<file path="src/rtl/wb_ram_arbiter.sv">
// Two-master Wishbone classic arbiter sharing one single-port synchronous RAM.
// Every access is a fixed IDLE -> ISSUE -> ACK sequence; m0 = fetch, m1 = data.
module wb_ram_arbiter #(
   parameter int unsigned ADR_W = 12,
   parameter bit          RR_EN = 1'b1
) (
   input  logic             clk_i,
   input  logic             rst_n_i,
   input  logic             m0_cyc_i,
   input  logic             m0_stb_i,
   input  logic             m0_we_i,
   input  logic [ADR_W-1:0] m0_adr_i,
   input  logic [3:0]       m0_sel_i,
   input  logic [31:0]      m0_dat_i,
   output logic [31:0]      m0_dat_o,
   output logic             m0_ack_o,
   input  logic             m1_cyc_i,
   input  logic             m1_stb_i,
   input  logic             m1_we_i,
   input  logic [ADR_W-1:0] m1_adr_i,
   input  logic [3:0]       m1_sel_i,
   input  logic [31:0]      m1_dat_i,
   output logic [31:0]      m1_dat_o,
   output logic             m1_ack_o,
   output logic             ram_we_o,
   output logic [ADR_W-1:0] ram_adr_o,
   output logic [3:0]       ram_be_o,
   output logic [31:0]      ram_dat_o,
   input  logic [31:0]      ram_dat_i,
   output logic [1:0]       gnt_o,
   output logic             busy_o
);

   typedef enum logic [1:0] {
      IDLE  = 2'd0,
      ISSUE = 2'd1,
      ACK   = 2'd2
   } state_t;

   state_t           state_q, state_d;
   logic [1:0]       gnt_q, gnt_d;
   logic             last_gnt_q, last_gnt_d;   // 1 = m1 was granted last
   logic [ADR_W-1:0] adr_q, adr_d;

   logic             req0, req1;
   logic             g_cyc, g_stb, g_we;
   logic [ADR_W-1:0] g_adr;
   logic [3:0]       g_sel;
   logic [31:0]      g_dat;

   assign req0 = m0_cyc_i & m0_stb_i;
   assign req1 = m1_cyc_i & m1_stb_i;

   // Route the currently granted master's bus signals
   always_comb begin
      if (gnt_q[1]) begin
         g_cyc = m1_cyc_i;
         g_stb = m1_stb_i;
         g_we  = m1_we_i;
         g_adr = m1_adr_i;
         g_sel = m1_sel_i;
         g_dat = m1_dat_i;
      end else begin
         g_cyc = m0_cyc_i;
         g_stb = m0_stb_i;
         g_we  = m0_we_i;
         g_adr = m0_adr_i;
         g_sel = m0_sel_i;
         g_dat = m0_dat_i;
      end
   end

   // Next-state, grant selection and round-robin history
   always_comb begin
      state_d    = state_q;
      gnt_d      = gnt_q;
      last_gnt_d = last_gnt_q;
      case (state_q)
         IDLE: begin
            if (req0 || req1) begin
               state_d = ISSUE;
               if (req0 && req1)
                  gnt_d = (RR_EN && last_gnt_q) ? 2'b01 : 2'b10;
               else
                  gnt_d = req1 ? 2'b10 : 2'b01;
            end
         end
         ISSUE: state_d = ACK;
         ACK: begin
            state_d    = IDLE;
            last_gnt_d = gnt_q[1];
            gnt_d      = '0;
         end
         default: begin
            state_d = IDLE;
            gnt_d   = '0;
         end
      endcase
   end

   // RAM strobes during ISSUE, acknowledges during ACK; address held otherwise
   always_comb begin
      ram_we_o  = 1'b0;
      ram_be_o  = '0;
      ram_dat_o = '0;
      ram_adr_o = adr_q;
      adr_d     = adr_q;
      m0_ack_o  = 1'b0;
      m1_ack_o  = 1'b0;
      case (state_q)
         ISSUE: begin
            ram_adr_o = g_adr;
            adr_d     = g_adr;
            ram_be_o  = g_sel;
            ram_dat_o = g_dat;
            ram_we_o  = g_we & g_cyc & g_stb;
         end
         ACK: begin
            m0_ack_o = gnt_q[0] & req0;
            m1_ack_o = gnt_q[1] & req1;
         end
         default: ;
      endcase
   end

   assign m0_dat_o = ram_dat_i;
   assign m1_dat_o = ram_dat_i;
   assign gnt_o    = gnt_q;
   assign busy_o   = (state_q != IDLE);

   // State, grant, history and held-address registers
   always_ff @(posedge clk_i or negedge rst_n_i) begin
      if (!rst_n_i) begin
         state_q    <= IDLE;
         gnt_q      <= '0;
         last_gnt_q <= 1'b1;
         adr_q      <= '0;
      end else begin
         state_q    <= state_d;
         gnt_q      <= gnt_d;
         last_gnt_q <= last_gnt_d;
         adr_q      <= adr_d;
      end
   end

endmodule

</file>
<file path="config.mk">
export PLATFORM = sky130hd
export DESIGN_NAME = wb_ram_arbiter
export DESIGN_NICKNAME = d
export VERILOG_FILES = /design/src/rtl/wb_ram_arbiter.sv
export SDC_FILE = /design/constraint.sdc
export NUM_CORES = 1
export LEC_CHECK = 0
export BUFFER_PORTS_ARGS = -buffer_cell sky130_fd_sc_hd__buf_2
export CAP_MARGIN = 20
export CORE_AREA = 2 2 100 102
export CTS_CLUSTER_SIZE = 25
export DETAILED_ROUTE_END_ITERATION = 10
export DIE_AREA = 0 0 102 104
export PLACE_DENSITY = 0.54
export SLEW_MARGIN = 20
export SYNTH_ARGS = -nofsm -noshare
export SYNTH_HDL_FRONTEND = slang
export SYNTH_SLANG_ARGS = --single-unit
</file>
<file path="constraint.sdc">
create_clock -name clk_i -period 1.3 [get_ports clk_i]
set_input_delay 0.13 -clock clk_i [delete_from_list [all_inputs] [get_ports clk_i]]
set_output_delay 0.13 -clock clk_i [all_outputs]
set_load 0.005 [all_outputs]
</file>
Yosys cells after proc, flatten, opt, wreduce, memory -nomap -nowiden. Cells that the tools add are included.

Bits of input ports: 136. Output and inout bits: 118. Register bits after elaboration: 17.

Bitwise operators: 7. Equality and inequality tests: 3. Multiplexer cells: 19. Reductions and logical operators: 5.

Operators by type and width (count): $mux 32 (2); $mux 12 (2); $mux 2 (5); $mux 4 (2); $pmux 2 s2 (2); $and 1x1->1 (6); $mux 1 (6); $eq 2x1->1 const B (1); $eq 2x2->1 const B (1); $logic_not 2->1 (1); $ne 2x2->1 const B (1); $reduce_and 2->1 (1); $reduce_bool 2->1 (1); $logic_and 1x1->1 (1); $logic_or 1x1->1 (1); $not 1->1 (1).

Depth between registers and ports, before layout. Gate-level depths: netlist of run 1.

Word-level depth: 5. Mapped depth: 5. Depth with buffers taken out: 3.

Worst setup path after synthesis of run 1. No wires, ideal clock.

Path type: register to register. From: register state_q[1]. To: register adr_q[0]. Path buffers: 2. Data arrival time: 0.949 ns. Setup slack: 0.198 ns. Stages on the path, launching flop included: 6. Cells stage by stage: dfrtp_1 -> nand2b_1 -> buf_6 -> buf_6 -> nand2_1 -> o21ai_0.

Word-level cells in the longest chain between the ends: 2.

RTL lines: start: declaration (RTL line 40) `state_t state_q, state_d;`; start signal: assignment (RTL line 139) `state_q <= state_d;`; $eq 2x1->1; $mux 12; named net ram_adr_o[0] (RTL line 26) `output logic [ADR_W-1:0] ram_adr_o,`; end signal: assignment (RTL line 142) `adr_q <= adr_d;`; end: declaration (RTL line 43) `logic [ADR_W-1:0] adr_q, adr_d;`.

The timed path passes the listed nets, and every way through them passes these cells. A chain may end at the register's enable or synchronous reset.

Worst setup path after layout of run 1.
From: register gnt_q[1] (netlist: gnt_o[1]). To: output port ram_we_o.

Word-level cells in the longest chain between the ends: 4. Elaborated cells on any way between the ends: 6.

RTL lines: start: declaration (RTL line 41) `logic [1:0] gnt_q, gnt_d;`; start signal: assignment (RTL line 140) `gnt_q <= gnt_d;`; $mux 1 (RTL line 56) `if (gnt_q[1]) begin`; $and 1x1->1 (RTL line 116) `ram_we_o = g_we & g_cyc & g_stb;`; $and 1x1->1 * (RTL line 116); $mux 1 * (RTL line 110) `case (state_q)`; end: declaration (RTL line 25) `output logic ram_we_o,`.

Mark *: on every way between the ends. The rest lies on a longest branch, timed or not.

==> results.md, run 1 <==
- Status: finished with violations
- Failing checks: setup timing
- R2R Path End: adr_q[11]
- I/O pins: 254
- Cells after synthesis: 225
- Clock tree buffer depth: 2
- YS warnings: 0
- Crit-path cells: buf_12 > buf_8 > nand4b_4 > a21oi_2 > buf_2
- Synth top area share: 0.245
- Clock Sinks: 17
- Routed WL: 6340 um
- First-pass GRT wire length: 8540 um
- Routability congestion estimate: 0.785
- Largest net degree at the start of global routing: 21
- Die Wd: 102 um
- # Max-Cap Violations: 0
- Synthesized cell area: 0.00196 mm2
- PortBufs: 157
- Share of cells above drive strength 1: 0.645
- Worst slew pin tran: 0.412 ns
- Worst-case reg-to-reg path depth: 5
- Area grow syn2layout: 39.5%
- Initial core utilization: 0.205
- Gr usage total: 0.102
- Chip Height: 104 um
- Tmin final: 1.53 ns
- Most frequent cells in the layout: buf_2 (156), mux2i_1 (39), nor2_1 (38)
- DRC: 0
- Cell Pwr Density: 1220 mW/mm2
- Final setup margin: -0.228 ns
- Worst min path class: in -> reg
- Top post-synthesis cells by area: mux2i_1 (25%), buf_4 (25%), dfrtp_1 (20%)
- Worst-skew pair later-pin latency: 0.25 ns
- Pre-Repair DR Iteration Count: 4
- # H-tree levels: 1
- Drt wl/cell: 13.7 um
- Non-Filler Instances: 463
- Fin crit share: 1.18
- Core area: 0.00955 mm2
- Startpoint types: flop
- GRT overflow: 0
- Crit-path max FO: 7
- CP Capture Point: ram_we_o
- CTS tree: built
- Worst Skew: 0.00514 ns
- Crit end category: output port
- Synth cell types: 19
- Type of the worst setup path: reg -> out
- Final core occ: 0.286
- Final setup viols: 52
- Vias: 1,839
- Die ar.: 0.0106 mm2
- Avg Cell Area, Syn: 8.71 um2
- CP required: 1.17 ns
- Hpwl dp: 4890 um
- Static Leakage: 1.46 nW
- Vias in the first global route: 1,706
- Crit path launch: gnt_o[1]
- Seq/Total Area, Yosys: 0.218
- Reg2Reg Setup Slack: 0.10 ns
- Relative slew margins: 0.725
- Reg clk slew, reported paths: 0.07 ns
- Initial antenna violation count: 1
- RSZ-0062 raised after global routing: true
- Commonest non-fill, non-tap cell in the layout: buf_2
- Iteration-0 DRC count of the detailed router: 86
- Slowest stage delay, CP: 0.42 ns
- FP Rows: 36
- Final total power: 0.00333 W
- Root buf cell: clkbuf_8
- Register bit total from synthesis: 17
- Worst reg2reg path startpoint: gnt_o[1]
- Fmax: 0.655 GHz
- Fillers: 1,043
- Peak VDD IR: 0.000604 V
- Hold WS: 0.168 ns
- Routed Antenna Nets: 0
- Placed instance count: 448
- Max stage delay cell, worst path: dfrtp_2
- Mapped Nets: 361
- Final hold vios: 0
- Arrival time at the worst endpoint: 1.40 ns
- Drt via density: 3.97
- Num CTS Buffers: 3
- N_diodes: 0
- Area leader, netlist: mux2i_1
- Nets: 467
- Pins Over Slew Limit: 0
## how the worst min path moves through the flow
stage	startpoint	to	slack, ns	depth (start not counted)
3_3_place_gp	rst_n_i	adr_q[8]	0.08	1
2_1_floorplan	rst_n_i	adr_q[0]	-0.17	0
6_report	m0_adr_i[8]	adr_q[8]	0.17	3
5_1_grt	m1_adr_i[2]	adr_q[2]	0.18	3
3_5_place_dp	rst_n_i	adr_q[8]	0.09	1
4_1_cts	m0_adr_i[7]	adr_q[7]	0.16	3
## layer usage
metal / routed length, um / vias up / part of all wire / track usage
met5: 13 / - / 0.0021 / 0
met4: 189 / 2 / 0.030 / 0.0390
met3: 573 / 27 / 0.090 / 0.0262
met2: 3240 / 90 / 0.51 / 0.187
met1: 2320 / 825 / 0.37 / 0.108
li1: - / 895 / - / -
## stage by stage
step,setup slack (ns),setup TNS [ns],area (um2)
6_report,-0.228,-7.82,2730
5_1_grt,-0.286,-11.17,2730
4_1_cts,-0.238,-8.54,2540
3_5_place_dp,0.0145,0,2390
3_3_place_gp,0.0480,0,2390
2_1_floorplan,0.198,0,1960
## power breakdown
group	switching, W	internal [W]	leakage (nW)
Sequential	0.0000905	0.000744	0.208
Clock	0.000177	0.000217	0.0228
Combinational	0.000947	0.00115	1.23
Total	0.00121	0.00212	1.46
## sequential cells by signal, summed over array words and instances (netlist names)
| name | count |
|---|---|
| state_q | 2 |
| gnt_o | 2 |
| last_gnt_q | 1 |
| adr_q | 12 |
## synthesized netlist by cell type
| master | instances |
|---|---|
| a21oi_1 | 3 |
| nand2_1 | 16 |
| o2111ai_1 | 2 |
| nand4_1 | 1 |
| or2_2 | 1 |
| nand2b_1 | 1 |
| nor2_1 | 38 |
| nand4b_4 | 1 |
| buf_12 | 1 |
| dfrtp_1 | 16 |
| o21ai_2 | 10 |
| inv_1 | 3 |
| buf_4 | 64 |
| mux2i_1 | 48 |
| a21oi_2 | 1 |
| buf_6 | 12 |
| o21ai_0 | 5 |
| dfstp_2 | 1 |
| nor2b_1 | 1 |
## cells by family after synthesis
family          synth area share
mux                        0.245
buf+inv                    0.330
simple gates               0.128
flops                      0.218
compound gates            0.0785
## critical path, delay by kind of cell (launching register included)
family                 cells  cell delay (ns)
AOI/OAI and AO/OA          1             0.15
buffers and inverters      3             0.41
DFF                        1             0.42
and+or+nand+nor            1             0.17
## layout make-up
class / count / area, um2 / area share
repair buffers: 177 / 1100 / 0.404
well taps: 133 / 166 / 0.0609
clock buffers: 4 / 45.0 / 0.0165
flip-flops and latches: 17 / 429 / 0.157
multi-input cells: 129 / 976 / 0.357
inverters: 3 / 11.3 / 0.00412
## repair_timing
item / 4_1_cts / 5_1_grt
pin swaps: 1 / 2
gates resized for setup: 19 / 17
cloned: 1 / 4
setup endpoints to repair: 52 / 52
hold endpoints to repair: 16 / 0
buffers inserted: 2 / 3
hold buffers: 1 / 0
No activity file was read; power rests on OpenSTA's default activity.
==> run 2, diff against run 1 <==
--- a/config.mk
+++ b/config.mk
@@ -12,6 +12,7 @@
 export DETAILED_ROUTE_END_ITERATION = 10
 export DIE_AREA = 0 0 102 104
 export PLACE_DENSITY = 0.54
+export REMOVE_ABC_BUFFERS = 1
 export SLEW_MARGIN = 20
 export SYNTH_ARGS = -nofsm -noshare
 export SYNTH_HDL_FRONTEND = slang
==> run 2 against run 1 <==
The run still ends with setup timing left. Sequential power up 2.5%. Core utilization up 2.8 points. Fmax rose by 1.0%. Critical path type unchanged. Largest power group unchanged.
==> results.md, run 2 (synthesis results as in run 1) <==
- Status: finished with violations (unchanged)
- Failing checks: setup timing (unchanged)
- Initial antenna violation count: 0 (was 1)
- # H-tree levels: 1 (unchanged)
- Hold WS: 0.174 ns (was 0.168 ns)
- Routability congestion estimate: 0.790 (was 0.785)
- Pins Over Slew Limit: 0 (unchanged)
- Iteration-0 DRC count of the detailed router: 35 (was 86)
- Worst path top cell family by delay: flip-flops (unchanged)
- Worst-case reg-to-reg path depth: 4 (was 5)
- RSZ-0062 raised after global routing: true (unchanged)
- Clock Power Share: 0.110 (was 0.118)
- Fin crit share: 1.16 (was 1.18)
- Nets: 477 (was 467)
- Hold EP: adr_q[11] (was adr_q[8])
- Fillers: 1,043 (unchanged)
- Drt via density: 4.26 (was 3.97)
- Share of cells above drive strength 1: 0.700 (was 0.645)
- Die Wd: 102 um (unchanged)
- Static Leakage: 1.55 nW (was 1.46 nW)
- Worst Skew: 0.00266 ns (was 0.00514 ns)
- Sw Pwr: 0.00138 W (was 0.00121 W)
- N_diodes: 0 (unchanged)
- R2R Path End: adr_q[5] (was adr_q[11])
- Final core occ: 0.314 (was 0.286)
- Initial core utilization: 0.205 (unchanged)
- Worst min path class: in -> reg (unchanged)
- Hold path start: m0_adr_i[11] (was m0_adr_i[8])
- Gr usage total: 0.146 (was 0.102)
- Commonest non-fill, non-tap cell in the layout: buf_2 (unchanged)
- CTS tree: built (unchanged)
- Final setup viols: 51 (was 52)
- Max reg flops: 12 (unchanged)
- Type of the worst setup path: reg -> out (unchanged)
- Core area: 0.00955 mm2 (unchanged)
- Largest net degree at the start of global routing: 20 (was 21)
- Top reg by flops: adr_q (unchanged)
- Area grow syn2layout: 53.1% (was 39.5%)
- Routed WL: 8780 um (was 6340 um)
- Relative slew margins: 0.715 (was 0.725)
- Worst-skew pair later-pin latency: 0.25 ns (about the same)
- Max stage delay cell, worst path: dfrtp_2 (unchanged)
- Arrival time at the worst endpoint: 1.38 ns (was 1.40 ns)
- Pre-Repair DR Iteration Count: 4 (unchanged)
- PortBufs: 157 (unchanged)
- Clock Sinks: 17 (unchanged)
- Most frequent cells in the layout: buf_2 (152), mux2i_1 (35), nor2_1 (30) (was buf_2 (156), mux2i_1 (39), nor2_1 (38))
- First-pass GRT wire length: 11,600 um (was 8540 um)
- I/O pins: 254 (unchanged)
- Die ar.: 0.0106 mm2 (unchanged)
- Switching share of power: 0.372 (was 0.365)
- Worst slew pin tran: 0.428 ns (was 0.412 ns)
- Startpoint types: flop (unchanged)
- Crit path buf inv count: 3 (unchanged)
- Slowest stage delay, CP: 0.44 ns (was 0.42 ns)
- Cell Pwr Density: 1240 mW/mm2 (was 1220 mW/mm2)
- Num CTS Buffers: 3 (unchanged)
- Hold path depth: 3 (unchanged)
- Worst reg2reg path startpoint: gnt_o[1] (unchanged)
- Combinational group share of total power: 0.660 (was 0.631)
- # Max-Cap Violations: 0 (unchanged)
- Drt wl/cell: 18.6 um (was 13.7 um)
- Crit-path cells: buf_12 > buf_4 > mux2i_2 > nor2_1 > buf_2 (was buf_12 > buf_8 > nand4b_4 > a21oi_2 > buf_2)
- Reg2Reg Setup Slack: 0.08 ns (was 0.10 ns)
- DRC: 0 (unchanged)
- Root buf cell: clkbuf_8 (unchanged)
- Vias: 2,014 (was 1,839)
- Final hold vios: 0 (unchanged)
- Routed Antenna Nets: 0 (unchanged)
- GRT overflow: 0 (unchanged)
- Peak VDD IR: 0.000434 V (was 0.000604 V)
- Crit end category: output port (unchanged)
- Crit-path max FO: 16 (was 7)
- Vias in the first global route: 1,922 (was 1,706)
- Sequential Power Share: 0.230 (was 0.251)
- Fmax: 0.661 GHz (was 0.655 GHz)
- Area after DPL: 0.00243 mm2 (was 0.00239 mm2)
- Final setup margin: -0.212 ns (was -0.228 ns)
- Clock tree buffer depth: 2 (unchanged)
- CP required: 1.17 ns (about the same)
- Chip Height: 104 um (unchanged)
- Hpwl dp: 6700 um (was 4890 um)
- Internal power: 0.00234 W (was 0.00212 W)
- Fin area: 0.00300 mm2 (was 0.00273 mm2)
- Pre-CTS setup slack: -0.0298 ns (was 0.0145 ns)
- Tmin final: 1.51 ns (was 1.53 ns)
- FP Rows: 36 (unchanged)
- Reg clk slew, reported paths: 0.07 ns (about the same)
[run 2: cell count changes in the layout (fill, tap and decap cells not counted), sizes merged]
cell / previous run / this run
buf: 173 / 185
bufbuf: 0 / 1
clkbuf: 7 / 5
nand2b: 2 / 1
[run 2: worst max path at each step]
stage | slack [ns] | cells after the start | start | endpoint
after floorplan | -1.12 | 2 | gnt_o[1] | adr_q[0]
after global placement | 0.002 | 5 | state_q[0] | ram_adr_o[3]
after detailed placement | -0.03 | 5 | state_q[0] | ram_adr_o[9]
after CTS | -0.23 | 5 | gnt_o[1] | ram_dat_o[28]
after global routing | -0.27 | 5 | gnt_o[1] | ram_dat_o[3]
final | -0.21 | 5 | gnt_o[1] | ram_dat_o[16]
[run 2: area by class of cell]
type	count	area, um2	area share
Multi-Input combinational cell	128	1140	0.380
Tap cell	133	166	0.0555
Clock buffer	4	45.0	0.0150
Inverter	3	11.3	0.00375
Sequential cell	17	428	0.143
Timing Repair Buffer	188	1210	0.403
[run 2: power groups by stage]
stage / clock [W] / combinational, W / sequential, W
finish: 0.000409 / 0.00246 / 0.000856
global route: 0.000447 / 0.00266 / 0.000877
CTS: 0.000430 / 0.00199 / 0.000820
detailed placement: 0 / 0.00176 / 0.000828
global placement: 0 / 0.00174 / 0.000819
floorplan: 0 / 0.000817 / 0.000955
[run 2: per-layer routing]
metal  GRT usage  share of wire  wire length [um]
met1       0.177           0.40              3520
met2       0.189           0.40              3520
met3       0.132           0.19              1640
met4      0.0105         0.0023                20
met5       0.103         0.0081                71
[run 2: through the flow]
| stage | total power [W] | TNS, ns | cells |
|---|---|---|---|
| after global routing | 0.00399 | -11.68 | 473 |
| after CTS | 0.00324 | -9.42 | 460 |
| final | 0.00372 | -8.34 | 473 |
| after detailed placement | 0.00258 | -0.0969 | 451 |
| after floorplan | 0.00177 | -65.04 | 148 |
| after global placement | 0.00256 | 0 | 451 |
[run 2: worst min-delay path, stage by stage]
cell and delay [ns]:
buf_2 0.07, mux2i_1 0.06, o21ai_2 0.13
[run 2: repair_timing]
item	4_1_cts	5_1_grt
setup endpoints to repair	52	52
pin swaps	0	6
hold buffers	1	0
hold endpoints to repair	16	0
buffers inserted	1	16
gates resized for setup	22	56
gates cloned	3	1
